$ cat src/rtl/jk_sync_counter.sv
// jk_sync_counter: modulo-MODULUS up/down counter of toggle-mode JK stages; define JK_COUNTER_TC_REG_EN for a registered TC
module jk_sync_counter #(
  parameter int WIDTH   = 4,
  parameter int MODULUS = 10
) (
  input  logic             CLK,
  input  logic             not_RST,
  input  logic             EN,
  input  logic             UP,
  input  logic             LOAD,
  input  logic [WIDTH-1:0] D,
  output logic [WIDTH-1:0] Q,
  output logic [WIDTH-1:0] not_Q,
  output logic             TC
);
  localparam logic [WIDTH:0]   MOD = (WIDTH+1)'(MODULUS);
  localparam logic [WIDTH-1:0] MAX = WIDTH'(MODULUS - 1);
  logic [WIDTH-1:0] q_q, q_d, cnt, toggle, jk_next;
  logic             oor;
  // arithmetic next state, then JK excitation (J=K=toggle) per stage derived from it
  always_comb begin
    oor     = {1'b0, q_q} >= MOD;
    cnt     = oor ? '0 : UP ? ((q_q == MAX) ? '0 : q_q + 1'b1) : ((q_q == '0) ? MAX : q_q - 1'b1);
    q_d     = LOAD ? (({1'b0, D} < MOD) ? D : MAX) : EN ? cnt : q_q;
    toggle  = q_d ^ q_q;
    jk_next = (toggle & ~q_q) | (~toggle & q_q);
  end
  // JK stage flops: each bit takes the JK toggle/hold result
  always_ff @(posedge CLK or negedge not_RST) begin
    if (!not_RST) q_q <= '0;
    else q_q <= jk_next;
  end
  assign Q     = q_q;
  assign not_Q = ~q_q;
`ifdef JK_COUNTER_TC_REG_EN
  logic tc_q, tc_d;
  // registered TC looks at the value Q takes at this edge
  always_comb begin
    tc_d = UP ? (q_d == MAX) : (q_d == '0);
  end
  // TC flop, cleared by reset
  always_ff @(posedge CLK or negedge not_RST) begin
    if (!not_RST) tc_q <= 1'b0;
    else tc_q <= tc_d;
  end
  assign TC = tc_q;
`else
  assign TC = EN & ~LOAD & (UP ? (q_q == MAX) : (q_q == '0));
`endif
endmodule

$ cat config.mk
export PLATFORM = sky130hd
export DESIGN_NAME = jk_sync_counter
export DESIGN_NICKNAME = d
export VERILOG_FILES = /design/src/rtl/jk_sync_counter.sv
export SDC_FILE = /design/constraint.sdc
export NUM_CORES = 1
export LEC_CHECK = 0
export ABC_AREA = 1
export BUFFER_PORTS_ARGS = -buffer_cell sky130_fd_sc_hd__buf_2
export CORE_AREA = 2 2 39 41
export CTS_BUF_LIST = sky130_fd_sc_hd__clkbuf_8
export CTS_CLUSTER_DIAMETER = 100
export CTS_CLUSTER_SIZE = 30
export DETAILED_ROUTE_END_ITERATION = 16
export DIE_AREA = 0 0 41 43
export GPL_ROUTABILITY_DRIVEN = 1
export GPL_TIMING_DRIVEN = 0
export PLACE_DENSITY_LB_ADDON = 0.08
export SLEW_MARGIN = 20
export SYNTH_ARGS = -nofsm -noshare
export SYNTH_HDL_FRONTEND = slang
export SYNTH_SLANG_ARGS = --single-unit
$ cat constraint.sdc
create_clock -name CLK -period 1.8 [get_ports CLK]
set_clock_uncertainty 0.2 [all_clocks]
set_input_delay 0.18 -clock CLK [delete_from_list [all_inputs] [get_ports CLK]]
set_output_delay 0.18 -clock CLK [all_outputs]
set_load 0.01 [all_outputs]
**Word level (Yosys, flattened, before mapping)**

Index checks and enable logic that the tools add are counted.

- Register bits: 4
- Input port bits: 9
- Output and inout bits: 9
- Word-level logic and storage cells: 24

- $add $sub $neg: 2
- Order comparisons: 2
- Equality and inequality tests: 1
- Muxes and demuxes: 8
- Bitwise logic cells: 9
- Reductions and logical operators: 1

Operator list:

| kind | number |
|---|---|
| $mux W4 | 7 |
| $and A4 B4 Y4 | 2 |
| $not A4 Y4 | 2 |
| $add A4 B1 Y4 const B | 1 |
| $eq A4 B4 Y1 const B | 1 |
| $ge A4 B4 Y1 const B | 1 |
| $logic_not A4 Y1 | 1 |
| $lt A4 B4 Y1 const B | 1 |
| $or A4 B4 Y4 | 1 |
| $sub A4 B1 Y4 const B | 1 |
| $xor A4 B4 Y4 | 1 |
| $and A1 B1 Y1 | 2 |
| $mux W1 | 1 |
| $not A1 Y1 | 1 |

**Longest topological paths before layout**

Gate-level depths: netlist of the first run.

- Depth in word-level cells: 10
- Mapped depth: 10
- Gate-level depth less buffers: 9

**Least setup slack after synthesis of the first run**

No wires, ideal clock.

- Kind: flip-flop to output port
- From: register q_q[3] (netlist: Q[3])
- To: output port TC
- Arrival time: 1045 ps
- Required time: 1420 ps
- Setup slack: 375 ps
- Stages on the path, launching flop included: 7
- Buffers on the path: 1
- Cells stage by stage: dfrtp_1 > buf_6 > nor2_1 > nand3_1 > nand2_2 > nand2_1 > nor2_1

- Longest elaborated chain between the ends: 3
- Elaborated cells between the ends (all ways): 4
- Classes of those cells: eq/ne: 1; mux: 1; bitwise: 1; reduce/logical: 1

RTL lines:

| element | RTL line | text |
|---|---|---|
| start: declaration | 18 | `logic [WIDTH-1:0] q_q, q_d, cnt, toggle, jk_next;` |
| start signal: assignment | 31 | `else q_q <= jk_next;` |
| $eq A4 B4 Y1 or $logic_not A4 Y1 (tied branches) | 48 | `assign TC = EN & ~LOAD & (UP ? (q_q == MAX) : (q_q == '0));` |
| $mux W1 * | 48 |  |
| $and A1 B1 Y1 * | 48 |  |
| end: declaration | 14 | `output logic TC` |

Mark *: on every way between the ends. The rest lies on a longest branch, timed or not.

**Final worst setup path of the first run**

Same ends and word-level chain as after synthesis.

==> flow_metrics.py, run 1 <==
metrics = {
    "yosys": {
        "yosysSeqAreaShare_pct": 25.2,
        "synth_cell_types": 17,
        "avgSynthCellArea_um2": 6.01,
        "synth-edff-count": 0,
        "synth_top_area_share_pct": 25.2,
        "synthArstFlopShare_pct": 100,
        "ys.warnings.count": 0,
        "netlist_instances": 66,
        "synth_area_leader_cell": "dfrtp_1",
        "syn-num-nets": 75,
        "synth_commonest_cells": "nand2_1 (23), nand3_1 (9), nor2_1 (6)",
        "ys_seq_elements": 4,
        "ys_dominant_reg_cell": "dfrtp_1",
        "yosysMostFrequentCell": "nand2_1",
        "synth_area_um2": 397,
        "yosys-top-cells-area": "dfrtp_1 (25%), nand2_1 (22%), nand3_1 (11%)",
    },
    "worst_setup_path": {
        "critical-path-max-stage-delay_ns": 0.37,
        "path_class": "flop to output pin",
        "crit_arrival_ns": 1.30,
        "r2r_cells": 9,
        "slowest_stage": "dfrtp_1",
        "critPathMaxFanout": 8,
        "required_ns": 1.42,
        "crit_top_cell": "nor2_1",
        "start_kind": "flop",
        "crit_chain": "buf_6 -> nor2_1 -> nand3_1 -> nand2_2 -> nand2_1 -> nor2_1 -> buf_2",
        "endpoint_kind": "output pin",
    },
    "global_routing": {
        "track_usage_pct": 14.2,
        "grt_max_degree": 9,
        "grt_pass1_vias": 459,
        "antenna_found_initial": 0,
        "grt_pass1_wl_mm": 1.71,
        "overflow": 0,
    },
    "run": {
        "cap_violations": 0,
    },
    "cells_and_area": {
        "nNetsFinal": 100,
        "area_growth_pct": 45.7,
        "fillCellCount": 165,
        "largest_register_ffs": 4,
        "post-route-cell-area_um2": 578,
        "diodes": 0,
        "fin_cells": 105,
        "drive_above_1_share_pct": 39.3,
    },
    "timing": {
        "fin_crit_sh_pct": 93.1,
        "setup_slack_ns": 0.124,
        "period_minus_slack_ns": 1.68,
        "rsz0062_at_grt": "no",
        "maxSlewViolCount": 0,
        "max_slew.worst_pin.slew_ns": 0.290,
        "setup_tns_ns": 0,
        "hold_viol": 0,
        "clock.fmax_mhz": 597,
        "setup_viol": 0,
        "maxSlewHeadroom_pct": 80.7,
    },
    "clocking": {
        "cts.sinks": 4,
        "clkTransAtPathRegs_ns": 0.03,
        "cts_buffer_depth": 2,
        "clk_latency_ns": 0.21,
        "cts_root_buffer": "clkbuf_8",
        "cts_tree": "done",
        "cts_inserted_buffers": 3,
        "htreeDepth": 1,
    },
    "floorplanning": {
        "io_pins": 18,
        "fp-row-count": 14,
        "die_y_um": 43,
        "core_mm2": 0.00138,
        "die_area_mm2": 0.00176,
        "die_w_um": 41,
        "start_util_pct": 28.7,
    },
    "power_and_ir_drop": {
        "peakVddDrop_mv": 0.423,
        "swShare_pct": 34.0,
        "clock_power_share_pct": 39.3,
        "power_density_mw_per_mm2": 821,
        "p_comb_share_pct": 34.6,
        "p_switching_mw": 0.161,
        "internal_power_mw": 0.313,
        "p_leak_nw": 0.317,
        "power_frac_seq_pct": 26.1,
    },
    "worst_hold_path": {
        "holdCritPathClass": "input port to flop",
        "hold_depth": 4,
    },
    "placed_design": {
        "gp_congestion": 0.688,
        "place_area_um2": 502,
        "place_hpwl_um": 814,
        "dp.cells": 99,
        "place_ws_ns": 0.278,
        "port_buffers": 17,
    },
    "routing": {
        "vias_per_cell": 4.47,
        "drc": 0,
        "finalWirelength_mm": 1.07,
        "wl_per_cell_um": 10.1,
        "ant_nets": 0,
        "first_iter_violations": 9,
        "via_count": 469,
        "first_pass_iters": 4,
    },
    "run_status": {
        "status": "finished clean",
    },
}
-- through the flow --
step	hold slack [ns]	utilization (%)	power [mW]
2_1_floorplan	-0.316	-	0.227
3_3_place_gp	-0.212	36.3	0.283
3_5_place_dp	-0.214	36.3	0.283
4_1_cts	0.0532	41.4	0.477
5_1_grt	0.0848	41.8	0.513
6_report	0.0505	41.8	0.475
-- critical path, delay by kind of cell (launching register included) --
kind / cells / cell delay (ns)
buffers and inverters: 2 / 0.27
AND/OR/NAND/NOR: 5 / 0.45
flip-flops: 1 / 0.37
-- power by group through the flow --
stage | combinational, mW | clock (mW) | sequential, mW
detailed placement | 0.160 | 0 | 0.123
global route | 0.187 | 0.200 | 0.127
floorplan | 0.104 | 0 | 0.123
CTS | 0.166 | 0.190 | 0.122
global placement | 0.159 | 0 | 0.124
finish | 0.164 | 0.187 | 0.124
-- path summary, 6_finish.rpt --
kind / from / to / slack, ns
max: Q[3] / TC / 0.12
min: D[3] / Q[1] / 0.05
max reg2reg: Q[3] / Q[1] / 0.43
min reg2reg: Q[1] / Q[1] / 0.51
max in group asynchronous: not_RST / Q[0] / 1.16
min in group asynchronous: not_RST / Q[1] / 0.11
-- kinds of logic after synthesis --
kind of cell | share of synthesized area [%]
compound gates | 9.15
flops | 25.2
simple gates | 55.2
buf+inv | 10.4
-- layout by cell type, fill, tap and decap left out, drive strengths merged --
cell | netlist | layout
nand2 | 28 | 28
buf | 1 | 18
nand3 | 10 | 10
nor2 | 7 | 7
inv | 7 | 7
a21oi | 4 | 4
dfrtp | 4 | 4
clkbuf | 0 | 3
dlygate4sd3 | 0 | 3
nand4 | 2 | 2
clkinv | 1 | 1
o21ai | 1 | 1
a22oi | 1 | 1
-- routing by layer --
| layer | vias up | wire length (um) | GRT usage, % |
|---|---|---|---|
| li1 | 259 | - | - |
| met1 | 193 | 474 | 16.0 |
| met2 | 17 | 511 | 24.1 |
| met3 | 0 | 79 | 3.14 |
| met4 | 0 | 0 | 6.00 |
| met5 | - | 0 | 0 |
-- repair_timing --
item | in CTS | in global routing
hold endpoints to repair | 6 | 0
hold buffers | 3 | 0
buffers inserted | 0 | 0
endpoints found under the setup margin | 0 | 1
resized for setup | 0 | 3
-- layout make-up --
type / instances / area [um2] / area share, %
repair buffers: 20 / 115 / 19.9
inverters: 8 / 30.0 / 5.19
multi-input cells: 53 / 258 / 44.6
flip-flops and latches: 4 / 103 / 17.7
well taps: 16 / 20.0 / 3.46
clock buffers: 3 / 41.3 / 7.14
plain buffers: 1 / 11.3 / 1.95
No activity file was read; power rests on OpenSTA's default activity.
==> run 2: changes to the inputs <==
==> constraint.sdc (replaced) <==
create_clock -name CLK -period 2 [get_ports CLK]
set_clock_uncertainty 0.2 [all_clocks]
set_input_delay 0.1 -clock CLK [delete_from_list [all_inputs] [get_ports CLK]]
set_output_delay 0.1 -clock CLK [all_outputs]
set_load 0.01 [all_outputs]
==> run 2 against run 1 <==
Compared with the run above:
- total power is 10% lower
- worst hold slack worse by 0.050 ns
- highest routed layer unchanged
- clock power fell by 10%
- worst setup slack improved by 0.22 ns
==> flow_metrics.py, run 2 (synthesis results as in run 1) <==
metrics = {
    "clocking": {
        "cts_inserted_buffers": 3,
        "cts_buffer_depth": 2,
        "htreeDepth": 1,
        "postCtsSetupRepairBufs": 0,
        "cts.sinks": 4,
        "clk_latency_ns": 0.21,
        "clkTransAtPathRegs_ns": 0.03,
        "cts_tree": "done",
        "cts_root_buffer": "clkbuf_8",
    },
    "power_and_ir_drop": {
        "power_density_mw_per_mm2": 720,
        "peakVddDrop_mv": 0.381,
        "p_leak_nw": 0.323,
    },
    "timing": {
        "setup_tns_ns": 0,
        "max_slew.worst_pin.slew_ns": 0.281,
        "maxSlewViolCount": 0,
        "setup_viol": 0,
        "rsz0062_at_grt": "no",
        "clock.fmax_mhz": 603,
        "maxSlewHeadroom_pct": 81.3,
        "fin_crit_sh_pct": 82.9,
        "hold_slack_ns": 0.000887,
        "hold_viol": 0,
        "period_minus_slack_ns": 1.66,
    },
    "worst_setup_path": {
        "path_class": "flop to output pin",
        "crit_arrival_ns": 1.36,
        "r2r_cells": 8,
        "ff2ff_setup_slack_ns": 0.56,
        "start_kind": "flop",
        "endpoint_kind": "output pin",
        "required_ns": 1.70,
        "worstReg2RegStart": "Q[1]",
        "r2r-end": "Q[1]",
        "critPathMaxFanout": 8,
    },
    "floorplanning": {
        "die_y_um": 43,
        "fp-row-count": 14,
        "io_pins": 18,
        "die_area_mm2": 0.00176,
        "die_w_um": 41,
        "core_mm2": 0.00138,
        "start_util_pct": 28.7,
    },
    "worst_hold_path": {
        "whs_endpoint": "Q[3]",
        "hold_depth": 3,
        "worstHoldStart": "D[3]",
        "holdCritPathClass": "input port to flop",
    },
    "global_routing": {
        "grt_pass1_vias": 468,
        "grt_pass1_wl_mm": 1.73,
        "track_usage_pct": 14.3,
        "antenna_found_initial": 0,
        "grt_max_degree": 9,
        "overflow": 0,
    },
    "cells_and_area": {
        "fillCellCount": 164,
        "largest_register_ffs": 4,
        "area_growth_pct": 49.5,
        "nNetsFinal": 102,
        "drive_above_1_share_pct": 35.2,
        "final_common_cell": "nand2_1",
        "layout_common_cells": "nand2_1 (23), buf_2 (17), nand3_1 (9)",
        "diodes": 0,
    },
    "placed_design": {
        "gp_congestion": 0.688,
        "port_buffers": 17,
        "place_hpwl_um": 814,
    },
    "routing": {
        "ant_nets": 0,
        "drc": 0,
        "via_count": 478,
        "wl_per_cell_um": 10.2,
        "finalWirelength_mm": 1.09,
        "first_iter_violations": 12,
        "first_pass_iters": 4,
        "vias_per_cell": 4.47,
    },
    "run_status": {
        "status": "finished clean",
    },
    "run": {
        "cap_violations": 0,
    },
}
-- run 2: repair_timing --
| item | in CTS | in global routing |
|---|---|---|
| gates resized for setup | 0 | 0 |
| hold endpoints to repair | 6 | 0 |
| hold buffers | 5 | 0 |
| setup endpoints to repair | 0 | 0 |
-- run 2: routing by layer --
metal / GRT usage, % / wire, um
met5: 0 / 0
met1: 15.7 / 467
met3: 3.14 / 78
met2: 24.7 / 542
met4: 6.00 / 0
-- run 2: how the worst max path moves through the flow --
stage | from | endpoint | slack (ns) | depth (start not counted)
finish | Q[1] | TC | 0.34 | 6
global route | Q[1] | TC | 0.22 | 6
CTS | Q[1] | TC | 0.32 | 6
detailed placement | Q[1] | Q[1] | 0.55 | 8
global placement | Q[1] | Q[1] | 0.57 | 8
floorplan | Q[3] | TC | 0.66 | 6
-- run 2: final cells by class --
| cell class | instances | area, um2 | area share (%) |
|---|---|---|---|
| multi-input cells | 53 | 255 | 43.0 |
| repair buffers | 22 | 135 | 22.8 |
| flip-flops and latches | 4 | 100 | 16.9 |
| clock buffers | 3 | 41.3 | 6.96 |
| inverters | 8 | 30.0 | 5.06 |
| well taps | 16 | 20.0 | 3.38 |
| plain buffers | 1 | 11.3 | 1.90 |
-- run 2: critical path, stage by stage (launching register included) --
cell,delay (ns)
dfrtp_1,0.46
nor2_1,0.22
nand3_2,0.11
nand2_2,0.10
nand2_1,0.05
nor2_1,0.07
buf_2,0.13
-- run 2: through the flow --
stage	std cells	area [um2]	worst slack (ns)	power [mW]	util, %
after floorplan	66	397	0.655	0.204	-
after global placement	99	502	0.566	0.255	36.3
after detailed placement	99	502	0.545	0.255	36.3
after CTS	107	593	0.323	0.432	42.9
after global routing	107	593	0.221	0.459	42.9
final	107	593	0.341	0.427	42.9
-- run 2: report_power, final --
part | leakage (nW) | internal (mW) | switching [mW]
clock network | 0.0216 | 0.128 | 0.0400
logic | 0.252 | 0.0630 | 0.0866
registers | 0.0486 | 0.0908 | 0.0184
total | 0.323 | 0.282 | 0.145
